$ cat config.mk
export PLATFORM = sky130hd
export DESIGN_NAME = brew_scheduler
export DESIGN_NICKNAME = d
export VERILOG_FILES = /design/src/rtl/coffee_pkg.sv /design/src/rtl/rr_arbiter3.sv /design/src/rtl/brew_scheduler.sv
export SDC_FILE = /design/constraint.sdc
export NUM_CORES = 1
export LEC_CHECK = 0
export CORE_MARGIN = 4
export CORE_UTILIZATION = 54
export DETAILED_ROUTE_END_ITERATION = 10
export PLACE_DENSITY = 0.91
export SLEW_MARGIN = 25
export SYNTH_ARGS = -nofsm -noshare
export SYNTH_HDL_FRONTEND = slang
export SYNTH_SLANG_ARGS = --single-unit
$ cat constraint.sdc
create_clock -name clk -period 9.05 [get_ports clk]
set_input_delay 1.3575 -clock clk [delete_from_list [all_inputs] [get_ports clk]]
set_output_delay 1.3575 -clock clk [all_outputs]
set_load 0.1 [all_outputs]
$ cat src/rtl/coffee_pkg.sv
// Shared state encodings, drink codes and milk costs for the brew scheduler.
package coffee_pkg;

  typedef enum logic [2:0] {
    ST_IDLE  = 3'd0,
    ST_GRANT = 3'd1,
    ST_BREW  = 3'd2,
    ST_CLEAN = 3'd3,
    ST_FAULT = 3'd4
  } state_t;

  localparam logic [1:0] DRINK_BLACK      = 2'b00;
  localparam logic [1:0] DRINK_LATTE      = 2'b01;
  localparam logic [1:0] DRINK_CAPPUCCINO = 2'b10;
  localparam logic [1:0] DRINK_INVALID    = 2'b11;

  localparam logic [3:0] COST_BLACK      = 4'd0;
  localparam logic [3:0] COST_LATTE      = 4'd1;
  localparam logic [3:0] COST_CAPPUCCINO = 4'd2;

  localparam int MILK_MAX_DEFAULT = 15;

  // Invalid drinks are refused before any cost is charged, so their cost is moot.
  function automatic logic [3:0] milk_cost(input logic [1:0] drink);
    logic [3:0] cost;
    case (drink)
      DRINK_BLACK:      cost = COST_BLACK;
      DRINK_LATTE:      cost = COST_LATTE;
      DRINK_CAPPUCCINO: cost = COST_CAPPUCCINO;
      default:          cost = COST_BLACK;
    endcase
    return cost;
  endfunction

  function automatic logic [1:0] onehot_to_idx(input logic [2:0] oh);
    logic [1:0] idx;
    if (oh[2])      idx = 2'd2;
    else if (oh[1]) idx = 2'd1;
    else            idx = 2'd0;
    return idx;
  endfunction

  function automatic logic [1:0] next_panel(input logic [1:0] idx);
    return (idx == 2'd2) ? 2'd0 : idx + 2'd1;
  endfunction

endpackage

$ cat src/rtl/rr_arbiter3.sv
// Combinational 3-way round-robin pick: the first asserted request at or after ptr wins.
module rr_arbiter3 (
  input  logic [2:0] req,
  input  logic [1:0] ptr,
  output logic [2:0] pick,
  output logic       valid
);

  logic [2:0] rot;
  logic [2:0] prio;

  always_comb begin
    // Rotate so bit 0 is the panel the pointer names, pick lowest, rotate back.
    case (ptr)
      2'd1:    rot = {req[0], req[2], req[1]};
      2'd2:    rot = {req[1], req[0], req[2]};
      default: rot = req;
    endcase

    prio = 3'b000;
    if (rot[0])      prio = 3'b001;
    else if (rot[1]) prio = 3'b010;
    else if (rot[2]) prio = 3'b100;

    case (ptr)
      2'd1:    pick = {prio[1], prio[0], prio[2]};
      2'd2:    pick = {prio[0], prio[2], prio[1]};
      default: pick = prio;
    endcase

    valid = |req;
  end

endmodule

$ cat src/rtl/brew_scheduler.sv
// Schedules one shared brewer among three order panels, tracking milk stock,
// a brew watchdog and a post-drink flush period.
module brew_scheduler
  import coffee_pkg::*;
#(
  parameter int CLEAN_CYCLES = 4,
  parameter int BREW_TIMEOUT = 15,
  parameter int MILK_MAX     = MILK_MAX_DEFAULT
) (
  input  logic       clk,
  input  logic       reset_n,
  input  logic [2:0] req,
  input  logic [5:0] drink_sel,
  output logic [2:0] gnt,
  output logic [2:0] reject,
  output logic       brew_start,
  output logic [1:0] brew_type,
  input  logic       brew_done,
  input  logic       milk_refill,
  output logic [3:0] milk_level,
  output logic       busy,
  output logic       fault,
  input  logic       fault_clr
);

  localparam int TMAX = (BREW_TIMEOUT > CLEAN_CYCLES) ? BREW_TIMEOUT : CLEAN_CYCLES;
  localparam int TW   = $clog2(TMAX + 1);

  state_t          state_reg, state_next;
  logic [1:0]      ptr_reg, ptr_next;
  logic [1:0]      owner_reg, owner_next;
  logic [1:0]      drink_reg, drink_next;
  logic [TW-1:0]   timer_reg, timer_next;
  logic [3:0]      milk_reg, milk_next;

  logic [2:0] pick_oh;
  logic       pick_valid;
  logic [1:0] pick_idx;
  logic [1:0] pick_drink;
  logic       pick_bad;
  logic [2:0] reject_raw;
  logic       owns_brewer;
  logic [1:0] panel_drink [3];

  rr_arbiter3 u_arb (
    .req   (req),
    .ptr   (ptr_reg),
    .pick  (pick_oh),
    .valid (pick_valid)
  );

  assign owns_brewer = (state_reg == ST_GRANT) || (state_reg == ST_BREW);

  for (genvar gi = 0; gi < 3; gi++) begin : g_panel
    assign panel_drink[gi] = drink_sel[2*gi +: 2];
    assign gnt[gi]         = owns_brewer && (owner_reg == 2'(gi));
  end

  assign pick_idx = onehot_to_idx(pick_oh);

  always_comb begin
    case (pick_idx)
      2'd1:    pick_drink = panel_drink[1];
      2'd2:    pick_drink = panel_drink[2];
      default: pick_drink = panel_drink[0];
    endcase
  end

  assign pick_bad = (pick_drink == DRINK_INVALID) || (milk_cost(pick_drink) > milk_reg);

  always_comb begin
    state_next = state_reg;
    ptr_next   = ptr_reg;
    owner_next = owner_reg;
    drink_next = drink_reg;
    timer_next = timer_reg;
    milk_next  = milk_refill ? 4'(MILK_MAX) : milk_reg;
    reject_raw = 3'b000;

    case (state_reg)
      ST_IDLE: begin
        if (pick_valid) begin
          ptr_next = next_panel(pick_idx);
          if (pick_bad) begin
            reject_raw = pick_oh;
          end else begin
            state_next = ST_GRANT;
            owner_next = pick_idx;
            drink_next = pick_drink;
          end
        end
      end
      ST_GRANT: begin
        // A refill in this same cycle still pays for the drink being started.
        milk_next  = milk_next - milk_cost(drink_reg);
        timer_next = '0;
        state_next = ST_BREW;
      end
      ST_BREW: begin
        if (brew_done) begin
          state_next = ST_CLEAN;
          timer_next = '0;
        end else if (timer_reg == TW'(BREW_TIMEOUT - 1)) begin
          state_next = ST_FAULT;
        end else begin
          timer_next = timer_reg + TW'(1);
        end
      end
      ST_CLEAN: begin
        if (timer_reg == TW'(CLEAN_CYCLES - 1)) begin
          state_next = ST_IDLE;
          timer_next = '0;
        end else begin
          timer_next = timer_reg + TW'(1);
        end
      end
      ST_FAULT: begin
        if (fault_clr) begin
          state_next = ST_IDLE;
          timer_next = '0;
        end
      end
      default: state_next = ST_IDLE;
    endcase
  end

  always_ff @(posedge clk or negedge reset_n) begin
    if (!reset_n) begin
      state_reg <= ST_IDLE;
      ptr_reg   <= 2'd0;
      owner_reg <= 2'd0;
      drink_reg <= DRINK_BLACK;
      timer_reg <= '0;
      milk_reg  <= 4'd0;
    end else begin
      state_reg <= state_next;
      ptr_reg   <= ptr_next;
      owner_reg <= owner_next;
      drink_reg <= drink_next;
      timer_reg <= timer_next;
      milk_reg  <= milk_next;
    end
  end

  // Reject is decoded from live requests, so it must be masked while reset is held.
  assign reject     = reset_n ? reject_raw : 3'b000;
  assign brew_start = (state_reg == ST_GRANT);
  assign brew_type  = owns_brewer ? drink_reg : DRINK_BLACK;
  assign busy       = (state_reg != ST_IDLE);
  assign fault      = (state_reg == ST_FAULT);
  assign milk_level = milk_reg;

endmodule

==> results of run 1 <==
-- worst max-delay path, stage by stage --
cell,delay [ns]
sky130_fd_sc_hd__clkdlybuf4s50_1,0.48
sky130_fd_sc_hd__or2_2,0.32
sky130_fd_sc_hd__a22oi_1,0.21
sky130_fd_sc_hd__a32o_1,0.45
sky130_fd_sc_hd__o21ai_0,0.21
sky130_fd_sc_hd__nand2b_1,0.18
sky130_fd_sc_hd__ha_1,0.28
sky130_fd_sc_hd__a211oi_1,0.28
sky130_fd_sc_hd__o21ai_0,0.26
sky130_fd_sc_hd__a31oi_1,0.28
sky130_fd_sc_hd__o31ai_1,0.14
sky130_fd_sc_hd__nor2_1,0.13
sky130_fd_sc_hd__clkdlybuf4s50_1,1.15
-- per-layer routing --
metal  part of all wire, %  wire (um)
met5                     0          0
met4                   1.2         38
met3                   3.5        109
met2                    53       1670
met1                    42       1340
-- area by class of cell --
class / instances / area, um2
clock buffers: 3 / 22.5
multi-input cells: 118 / 815
flip-flops and latches: 17 / 425
repair buffers: 28 / 280
well taps: 28 / 35.0
clock inverters: 1 / 5.00
fillers: 180 / 631
inverters: 11 / 41.3
-- power by group through the flow --
stage	sequential (W)	clock (W)	combinational, W
2_1_floorplan	0.000129	0	0.000272
3_3_place_gp	0.000130	0	0.000325
3_5_place_dp	0.000132	0	0.000340
4_1_cts	0.000131	0.0000420	0.000342
5_1_grt	0.000136	0.0000453	0.000369
6_report	0.000131	0.0000414	0.000341
-- kinds of logic (layout without fill, tap and decap cells) --
family	Yosys count	after routing	synth area share [%]
compound gates	33	33	17.5
xor+xnor	4	4	2.68
fa+ha+maj	9	9	9.18
buf+inv	16	43	5.26
flops	17	17	32.5
mux	10	10	8.51
simple gates	62	62	24.4
-- cell usage in the layout, fill, tap and decap left out, drive strengths merged, types with 2 or more instances in the layout --
cell           instances
a211oi                 2
a21o                   2
a21oi                  9
a31oi                  2
and2                   3
clkbuf                 3
clkdlybuf4s50         28
dfrtp                 17
ha                     8
inv                   11
mux2                   6
mux2i                  4
nand2                 14
nand2b                 6
nand3                  2
nand4                  2
nor2                  15
nor2b                  4
nor3                   4
nor3b                  3
o21ai                  8
or2b                   2
or3                    3
xor2                   4
-- metrics by stage --
| stage | power (W) | setup WS [ns] | utilization [%] | instance area, um2 | instances |
|---|---|---|---|---|---|
| after floorplan | 0.000400 | 2.78 | - | 1310 | 151 |
| after global placement | 0.000455 | 2.16 | 70.8 | 1600 | 202 |
| after detailed placement | 0.000472 | 2.02 | 70.8 | 1600 | 202 |
| after CTS | 0.000515 | 2.00 | 72.0 | 1620 | 206 |
| after global routing | 0.000550 | 1.70 | 72.0 | 1620 | 206 |
| final | 0.000514 | 1.97 | 72.0 | 1620 | 206 |
-- worst max-delay path by stage --
stage,start,endpoint,slack [ns]
4_1_cts,req[1],reject[1],2.00
5_1_grt,req[1],reject[0],1.70
6_report,req[1],reject[1],1.97
3_5_place_dp,req[1],reject[1],2.02
2_1_floorplan,req[0],reject[0],2.78
3_3_place_gp,req[0],reject[0],2.16
==> out/summary.log, run 1 <==
qor: sta.post-route-period-util 78.2%
qor: final_layout.post_route_cells_drive_above_1_share 6.74%
qor: hold_path.holdCritPathClass reg2reg
qor: setup_path.critical_path.reg2reg.startpoint ptr_reg[0]$_DFFE_PN0P_
qor: placement.hpwl_detailed 2490 um
qor: sta.grt_setup_unrepaired no
qor: global_route.met1_usage 24.2%
qor: setup_path.critical_path.endpoint_type output port
qor: clock_tree.numCtsBuffers 3
qor: setup_path.crit_arrival 5.72 ns
qor: yosys.mappedNetlistArea 1310 um2
qor: yosys.synth_cell_type_count 41
qor: global_route.grt_util_met2 36.2%
qor: yosys.synth_enable_flop_cells 0
qor: yosys.ys.warnings.count 0
qor: global_route.largest_net_degree_at_the_start_of_global_routing 19
qor: sta.final_hold_viol_count 0
qor: yosys.ys_async_sr_fraction 100%
qor: yosys.ys_ff_latch 17
qor: setup_path.setup.reg_to_reg.worst_slack 5.65 ns
qor: global_route.gr-max-usage-layer met2
qor: yosys.postSynthAreaPerCell 8.67 um2
qor: global_route.grt_antenna_before_repair 0
qor: drt.number_of_remaining_drc_errors 0
qor: placement.count_of_input_and_output_buffers 28
qor: clock_tree.postCtsResizedCells 0
qor: floorplanning.die_w 57.2 um
qor: pwr.seqPwrFrac 25.6%
qor: floorplanning.die_area 3280 um2
qor: run_status.run_status finished clean
qor: setup_path.cp_max_fo 14
qor: pwr.internal_power 0.000234 W
qor: hold_path.timing.hold.worst.start milk_level[3]$_DFF_PN0_
qor: clock_tree.cts_tree yes
qor: global_route.wire_length_of_the_first_global_routing_pass 5240 um
qor: yosys.syn-instance-count 151
qor: yosys.synth_top_cell_by_area sky130_fd_sc_hd__dfrtp_1
qor: floorplanning.floorplan.die.height 57.2 um
qor: sta.final_setup_fails 0
qor: drt.detailroute.via_count 1189
qor: clock_tree.worstSkewPairLatency 0.29 ns
qor: global_route.overflow 0
qor: setup_path.cp.required 7.69 ns
qor: yosys.ys_seq_area_share 32.5%
qor: sta.fmax 141 MHz
qor: drt.drtPass1Iterations 4
qor: pwr.leakagePower 0.703 nW
qor: setup_path.r2r_cells 13
qor: drt.detail_route.vias_per_cell 5.77
qor: sta.final-max-slew-violation-count 0
qor: sta.fin_crit 7.08 ns
qor: clock_tree.tritoncts_num_sinks 17
qor: yosys.yosys-top-cells-count 17 x sky130_fd_sc_hd__dfrtp_1, 15 x sky130_fd_sc_hd__nor2_1, 14 x sky130_fd_sc_hd__nand2_1, 11 x sky130_fd_sc_hd__inv_1, 9 x sky130_fd_sc_hd__a21oi_1
qor: clock_tree.clock_pin_transition_on_the_worst_setup_and_hold_timing_paths 0.10 ns
qor: final_layout.finalNetCount 202
qor: floorplanning.rows 17
qor: clock_tree.cts_hold_repair.buffers 0
qor: pwr.power.net_switching 0.000280 W
qor: pwr.power.switching_fraction 54.4%
qor: pwr.power_per_cell_area 316 nW/um2
qor: flow_run.maxCapViolations 0
qor: setup_path.critical_path.startpoint_type input pin
qor: setup_path.setup.worst_path.class in2out
qor: yosys.synth.area.top_cells sky130_fd_sc_hd__dfrtp_1 33%, sky130_fd_sc_hd__ha_1 7.6%, sky130_fd_sc_hd__mux2_2 4.3%
qor: drt.postRouteWirelength 3150 um
qor: floorplanning.floorplan.io_pins 29
qor: yosys.synth.most_common_cell sky130_fd_sc_hd__dfrtp_1
qor: pwr.p_clk_share 8.1%
qor: yosys.postSynthNetCount 174
qor: final_layout.antenna_cells 0
qor: clock_tree.cts_setup_buffers 0
qor: hold_path.timing.hold.worst_path_depth 2
qor: global_route.grtUsageTotal 19.9%
qor: final_layout.area_growth 24.1%
qor: setup_path.r2r-end owner_reg[1]$_DFFE_PN0P_
qor: sta.fin_worst_skew 0.0103 ns
qor: drt.route.detailed.wl_per_inst 15.3 um
qor: floorplanning.placeableCoreArea 2250 um2
qor: yosys.postSynth.topFlopCell sky130_fd_sc_hd__dfrtp_1
qor: floorplanning.initial_cell_density_of_the_core 58.0%
qor: clock_tree.h-tree-depth 1
qor: sta.hold_slack 0.577 ns
qor: hold_path.worst_hold_path.endpoint milk_level[3]$_DFF_PN0_
qor: drt.detail-route-antenna-nets 0
qor: clock_tree.clock_path_buffers 2
qor: sta.relSlewSlack 34.3%
qor: placement.globalplace.congestion 0.851
qor: drt.dr.first_iter.drc_count 34
qor: yosys.yosysTopAreaCellShare 32.5%
qor: sta.tns 0 ns
qor: sta.worst-slew-pin-transition 0.983 ns
qor: pwr.comb_power_share 66.4%
qor: global_route.met3_usage 3.85%
qor: clock_tree.ctsRootBufferMaster sky130_fd_sc_hd__clkbuf_4
qor: pwr.vdd.ir_drop.worst 0.327 mV
qor: global_route.grt_pass1_vias 1227
Power figures use the tool's default switching activity.
==> run 2, diff against run 1 <==
CORE_UTILIZATION = 50   (was 54)
PLACE_DENSITY = 0.85   (was 0.91)
clock period = 6.6 ns   (was 9.05 ns; I/O delays follow)
==> run 2 against run 1 <==
Sequential power grew 37%; clock skew shrank 0.0055 ns; via count grew 1.0%; clock power grew 34%; register-to-register slack lost 2.5 ns; first-iteration DRC count grew 110%; final cell count grew 0.97%; sequential cell count is the same; hold slack gained 0.0022 ns; sequential share of layout area grew 0.10 points; final area shrank 0.39%; largest power group unchanged.
==> out/summary.log, run 2 (synthesis gave the netlist of run 1 again) <==
qor: setup_path.setup.worst_path.class in2out
qor: placement.globalplace.congestion 0.886 [+4.2%]
qor: floorplanning.floorplan.io_pins 29 [unchanged]
qor: global_route.largest_net_degree_at_the_start_of_global_routing 19 [unchanged]
qor: clock_tree.cts_tree yes
qor: setup_path.critical_path.endpoint_type output port
qor: setup_path.cp.required 5.61 ns [-2.08 ns]
qor: pwr.leakagePower 0.706 nW [+0.49%]
qor: sta.tns 0 ns [unchanged]
qor: drt.dr.first_iter.drc_count 73 [+110%]
qor: sta.fin_worst_skew 0.00481 ns [-0.00552 ns]
qor: placement.count_of_input_and_output_buffers 28 [unchanged]
qor: sta.fmax 183 MHz
qor: final_layout.finalNetCount 202 [unchanged]
qor: final_layout.commonest_non_fill_non_tap_cell_in_the_layout sky130_fd_sc_hd__clkdlybuf4s50_1
qor: setup_path.critical_path.reg2reg.startpoint ptr_reg[1]$_DFFE_PN0P_
qor: setup_path.critical_path.startpoint_type input pin
qor: drt.number_of_remaining_drc_errors 0 [unchanged]
qor: hold_path.timing.hold.worst.start owner_reg[0]$_DFFE_PN0P_
qor: placement.detailedPlace.worstSlack 1.17 ns [-0.845 ns]
qor: setup_path.r2r_cells 12 [-1]
qor: global_route.grt_antenna_before_repair 0 [unchanged]
qor: clock_tree.clock_pin_transition_on_the_worst_setup_and_hold_timing_paths 0.09 ns [about the same]
qor: clock_tree.h-tree-depth 1 [unchanged]
qor: clock_tree.tritoncts_num_sinks 17 [unchanged]
qor: setup_path.crit_arrival 4.48 ns [-1.24 ns]
qor: sta.relSlewSlack 34.5% [+0.26 points]
qor: drt.postRouteWirelength 3000 um [-4.7%]
qor: final_layout.fill_cells 215 [+19%]
qor: clock_tree.cts_hold_repair.buffers 0 [unchanged]
qor: drt.route.detailed.wl_per_inst 14.4 um [-5.6%]
qor: final_layout.antenna_cells 0 [unchanged]
qor: pwr.vdd.ir_drop.worst 0.362 mV [+11%]
qor: floorplanning.initial_cell_density_of_the_core 52.8% [-5.2 points]
qor: clock_tree.clock_path_buffers 2 [unchanged]
qor: clock_tree.numCtsBuffers 3 [unchanged]
qor: pwr.power_per_cell_area 434 nW/um2 [+37%]
qor: placement.hpwl_detailed 2350 um [-5.6%]
qor: global_route.overflow 0 [unchanged]
qor: sta.grt_setup_unrepaired no
qor: global_route.wire_length_of_the_first_global_routing_pass 5070 um [-3.2%]
qor: drt.detail_route.vias_per_cell 5.77 [about the same]
qor: floorplanning.rows 18 [+1]
qor: sta.post-route-worst-setup-slack 1.13 ns [-0.841 ns]
qor: drt.detailroute.via_count 1201 [+1.0%]
qor: clock_tree.postCtsResizedCells 0 [unchanged]
qor: final_layout.post_route_cells_drive_above_1_share 7.87% [+1.1 points]
qor: floorplanning.floorplan.die.height 59.2 um [+3.4%]
qor: clock_tree.cts_setup_buffers 0 [unchanged]
qor: sta.final_hold_viol_count 0 [unchanged]
qor: final_layout.area_growth 23.6%
qor: floorplanning.placeableCoreArea 2480 um2 [+9.9%]
qor: drt.detail-route-antenna-nets 0 [unchanged]
qor: clock_tree.ctsRootBufferMaster sky130_fd_sc_hd__clkbuf_4
qor: setup_path.crit_start req[1]
qor: sta.fin_crit 5.47 ns
qor: global_route.grt_pass1_vias 1169 [-4.7%]
qor: sta.worst-slew-pin-transition 0.979 ns [-0.00382 ns]
qor: floorplanning.die_w 59.2 um [+3.4%]
qor: sta.final-max-slew-violation-count 0 [unchanged]
qor: drt.drtPass1Iterations 4 [unchanged]
qor: floorplanning.die_area 3500 um2 [+6.9%]
qor: run_status.run_status finished clean
qor: flow_run.maxCapViolations 0 [unchanged]
qor: sta.final_setup_fails 0 [unchanged]
qor: sta.post-route-period-util 82.9%
qor: final_layout.final_cell_mix 25 x sky130_fd_sc_hd__clkdlybuf4s50_1, 17 x sky130_fd_sc_hd__dfrtp_1, 15 x sky130_fd_sc_hd__nor2_1, 14 x sky130_fd_sc_hd__nand2_1, 11 x sky130_fd_sc_hd__inv_1
qor: global_route.grtUsageTotal 18.7% [-1.2 points]
qor: setup_path.cp_max_fo 14 [unchanged]
qor: hold_path.holdCritPathClass reg2reg
qor: hold_path.timing.hold.worst_path_depth 1 [-1]
qor: clock_tree.worstSkewPairLatency 0.29 ns [about the same]
==> run 2: cell types whose count changed in the layout (fill, tap and decap cells not counted), sizes merged <==
| cell | delta |
|---|---|
| buf | +3 |
| clkdlybuf4s50 | -3 |
| clkbuf | +1 |
| clkinv | -1 |
==> run 2: stage by stage <==
step	std cells	total power [W]	hold slack, ns	utilization, %	area, um2
after floorplan	151	0.000549	0.499	-	1310
after global placement	204	0.000624	0.545	64.2	1590
after detailed placement	204	0.000645	0.555	64.2	1590
after CTS	208	0.000702	0.576	65.3	1620
after global routing	208	0.000752	0.595	65.3	1620
final	208	0.000703	0.579	65.3	1620
==> run 2: area by class of cell <==
type / count / area (um2) / share of cell area, %
timing repair buffer: 28 / 273 / 16.9
sequential: 17 / 425 / 26.3
multi-input combinational: 118 / 815 / 50.3
inverter: 11 / 41.3 / 2.55
tap: 30 / 37.5 / 2.32
clock buffer: 4 / 26.3 / 1.62
==> run 2: critical path, cell delays in order <==
cell                              delay (ns)
sky130_fd_sc_hd__clkdlybuf4s50_1        0.48
sky130_fd_sc_hd__or2_2                  0.32
sky130_fd_sc_hd__a22oi_1                0.20
sky130_fd_sc_hd__a32o_1                 0.45
sky130_fd_sc_hd__o21ai_0                0.23
sky130_fd_sc_hd__nor2b_1                0.19
sky130_fd_sc_hd__ha_1                   0.31
sky130_fd_sc_hd__a211oi_1               0.26
sky130_fd_sc_hd__o21ai_0                0.26
sky130_fd_sc_hd__a31oi_1                0.26
sky130_fd_sc_hd__o31ai_1                0.12
sky130_fd_sc_hd__nor2_1                 0.12
sky130_fd_sc_hd__buf_4                  0.29
==> run 2: final timing paths <==
check	to	slack [ns]
max reg2reg	drink_reg[0]$_DFFE_PN0P_	3.12
min reg2reg	owner_reg[0]$_DFFE_PN0P_	0.58
min in group asynchronous	state_reg[1]$_DFFE_PN0P_	1.14
min	owner_reg[0]$_DFFE_PN0P_	0.58
max in group asynchronous	drink_reg[0]$_DFFE_PN0P_	4.98
max	reject[0]	1.13
==> run 2: metal layers <==
metal | track usage (%) | wire [um]
met5 | 0 | 0
met4 | 5.18 | 32
met3 | 4.36 | 174
met2 | 33.4 | 1570
met1 | 22.1 | 1220
==> run 2: report_power, final <==
group	internal, W	total (W)	switching (W)
registers	0.000138	0.000179	0.0000415
clock network	0.0000235	0.0000554	0.0000319
logic	0.000161	0.000468	0.000307
total	0.000322	0.000703	0.000381
==> run 3, diff against run 2 <==
clock period = 5.5 ns   (was 6.6 ns; I/O delays follow)
==> run 3 against run 2 <==
Total power up 20%; critical endpoint unchanged; global-route usage up 0.83 points; clock skew up 0.0098 ns; largest cell class unchanged; register-to-register slack worse by 1.1 ns; via count up 0.17%; final area up 2.4%; highest routed layer unchanged.
==> out/summary.log, run 3 (synthesis gave the netlist of run 1 again) <==
qor: run_status.run_status finished clean
qor: placement.globalplace.congestion 0.861 [-2.8%]
qor: setup_path.crit_arrival 4.31 ns [-0.17 ns]
qor: floorplanning.initial_cell_density_of_the_core 52.8% [unchanged]
qor: sta.worst-slew-pin-transition 0.974 ns [-0.00492 ns]
qor: flow_run.maxCapViolations 0 [unchanged]
qor: global_route.grtUsageTotal 19.5% [+0.83 points]
qor: setup_path.cp.required 4.68 ns [-0.93 ns]
qor: clock_tree.worstSkewPairLatency 0.30 ns [about the same]
qor: clock_tree.ctsRootBufferMaster sky130_fd_sc_hd__clkbuf_4
qor: sta.tns 0 ns [unchanged]
qor: drt.route.detailed.wl_per_inst 14.5 um [+0.70%]
qor: final_layout.post_route_cells_drive_above_1_share 8.43% [+0.56 points]
qor: drt.postRouteWirelength 3020 um [+0.70%]
qor: pwr.power_per_cell_area 507 nW/um2 [+17%]
qor: sta.grt_setup_unrepaired no
qor: floorplanning.floorplan.io_pins 29 [unchanged]
qor: final_layout.final_cell_mix 25 x sky130_fd_sc_hd__clkdlybuf4s50_1, 17 x sky130_fd_sc_hd__dfrtp_1, 15 x sky130_fd_sc_hd__nor2_1, 14 x sky130_fd_sc_hd__nand2_1, 11 x sky130_fd_sc_hd__inv_1
qor: global_route.overflow 0 [unchanged]
qor: sta.post-route-period-util 93.3%
qor: clock_tree.h-tree-depth 1 [unchanged]
qor: placement.count_of_input_and_output_buffers 28 [unchanged]
qor: drt.detail_route.vias_per_cell 5.78 [+0.17%]
qor: floorplanning.die_area 3500 um2 [unchanged]
qor: sta.fmax 195 MHz
qor: final_layout.area_growth 26.6%
qor: clock_tree.postCtsResizedCells 0 [unchanged]
qor: global_route.largest_net_degree_at_the_start_of_global_routing 19 [unchanged]
qor: drt.dr.first_iter.drc_count 80 [+9.6%]
qor: hold_path.timing.hold.worst_path_depth 1 [unchanged]
qor: final_layout.commonest_non_fill_non_tap_cell_in_the_layout sky130_fd_sc_hd__clkdlybuf4s50_1
qor: sta.final_hold_viol_count 0 [unchanged]
qor: drt.drtPass1Iterations 4 [unchanged]
qor: global_route.wire_length_of_the_first_global_routing_pass 5170 um [+1.9%]
qor: final_layout.finish.cell_count_without_fillers 208 [unchanged]
qor: clock_tree.cts_setup_buffers 0 [unchanged]
qor: setup_path.critical_path.endpoint_type output port
qor: hold_path.holdCritPathClass reg2reg
qor: global_route.grt_antenna_before_repair 0 [unchanged]
qor: setup_path.cp_max_fo 14 [unchanged]
qor: drt.number_of_remaining_drc_errors 0 [unchanged]
qor: floorplanning.rows 18 [unchanged]
qor: final_layout.finalNetCount 202 [unchanged]
qor: setup_path.setup.worst_path.class in2out
qor: drt.detailroute.via_count 1203 [+0.17%]
qor: drt.detail-route-antenna-nets 0 [unchanged]
qor: final_layout.fill_cells 205 [-4.7%]
qor: setup_path.r2r_cells 13 [+1]
qor: sta.relSlewSlack 34.8% [+0.33 points]
qor: floorplanning.floorplan.die.height 59.2 um [unchanged]
qor: clock_tree.numCtsBuffers 3 [unchanged]
qor: final_layout.multi_input_comb_area 815 um2 [unchanged]
qor: clock_tree.cts_hold_repair.buffers 0 [unchanged]
qor: placement.number_of_cells_after_detailed_placement 204 [unchanged]
qor: placement.hpwl_detailed 2400 um [+2.1%]
qor: pwr.leakagePower 0.717 nW [+1.5%]
qor: floorplanning.die_w 59.2 um [unchanged]
qor: final_layout.antenna_cells 0 [unchanged]
qor: setup_path.critical_path.startpoint_type input pin
qor: clock_tree.cts_tree yes
qor: sta.fin_crit 5.13 ns
qor: sta.fin_worst_skew 0.0146 ns [+0.00980 ns]
qor: sta.final-max-slew-violation-count 0 [unchanged]
qor: clock_tree.clock_path_buffers 2 [unchanged]
qor: pwr.vdd.ir_drop.worst 0.432 mV [+19%]
qor: global_route.grt_pass1_vias 1213 [+3.8%]
qor: floorplanning.placeableCoreArea 2480 um2 [unchanged]
qor: clock_tree.clock_pin_transition_on_the_worst_setup_and_hold_timing_paths 0.11 ns [+0.02 ns]
qor: final_layout.register_area 425 um2 [unchanged]
qor: sta.final_setup_fails 0 [unchanged]
qor: clock_tree.tritoncts_num_sinks 17 [unchanged]
## run 3: cell types whose count changed in the layout (fill, tap and decap cells not counted)
cell                       previous run  this run
sky130_fd_sc_hd__buf_12               0         3
sky130_fd_sc_hd__buf_4                3         0
sky130_fd_sc_hd__clkbuf_1             1         0
sky130_fd_sc_hd__clkinv_2             0         1
## run 3: critical path: stages
cell and delay, ns:
sky130_fd_sc_hd__clkdlybuf4s50_1 0.46, sky130_fd_sc_hd__or2_2 0.31, sky130_fd_sc_hd__a22oi_1 0.19, sky130_fd_sc_hd__a32o_1 0.46, sky130_fd_sc_hd__o21ai_0 0.22, sky130_fd_sc_hd__nand2b_1 0.19
sky130_fd_sc_hd__ha_1 0.28, sky130_fd_sc_hd__a211oi_1 0.27, sky130_fd_sc_hd__o21ai_0 0.28, sky130_fd_sc_hd__a31oi_1 0.28, sky130_fd_sc_hd__o31ai_1 0.12, sky130_fd_sc_hd__nor2_1 0.21
sky130_fd_sc_hd__buf_12 0.20
## run 3: worst paths after layout
kind | end | slack (ns) | from
min in group asynchronous | state_reg[2]$_DFFE_PN0P_ | 0.96 | reset_n
min reg2reg | owner_reg[0]$_DFFE_PN0P_ | 0.58 | owner_reg[0]$_DFFE_PN0P_
max reg2reg | drink_reg[0]$_DFFE_PN0P_ | 2.02 | ptr_reg[0]$_DFFE_PN0P_
max in group asynchronous | milk_level[3]$_DFF_PN0_ | 4.04 | reset_n
min | owner_reg[0]$_DFFE_PN0P_ | 0.58 | owner_reg[0]$_DFFE_PN0P_
max | reject[0] | 0.37 | req[1]
## run 3: cell type report
cell class	instances	area share (%)
well taps	30	2.27
inverters	11	2.49
repair buffers	28	18.7
clock buffers	3	1.36
clock inverters	1	0.302
multi-input cells	118	49.2
flip-flops and latches	17	25.7
## run 3: stage by stage
step	power [W]	setup WS [ns]	instance area, um2	hold WS, ns	utilization, %
2_1_floorplan	0.000659	0.291	1310	0.499	-
5_1_grt	0.000903	0.0142	1660	0.605	66.9
6_report	0.000840	0.370	1660	0.582	66.9
4_1_cts	0.000844	0.357	1660	0.584	66.9
3_3_place_gp	0.000749	0.537	1630	0.547	65.8
3_5_place_dp	0.000774	0.369	1630	0.556	65.8
## run 3: routing by layer
| metal | vias to the layer above | global-route usage, % | part of all wire (%) |
|---|---|---|---|
| met5 | - | 0 | 0 |
| li1 | 578 | - | - |
| met3 | 7 | 4.79 | 4.1 |
| met4 | 0 | 8.09 | 1.9 |
| met2 | 38 | 34.2 | 52 |
| met1 | 580 | 22.4 | 42 |
## run 3: power by group
part / internal (W) / switching [W] / leakage, nW
combinational: 0.000193 / 0.000364 / 0.501
sequential: 0.000165 / 0.0000505 / 0.198
clock: 0.0000271 / 0.0000405 / 0.0177
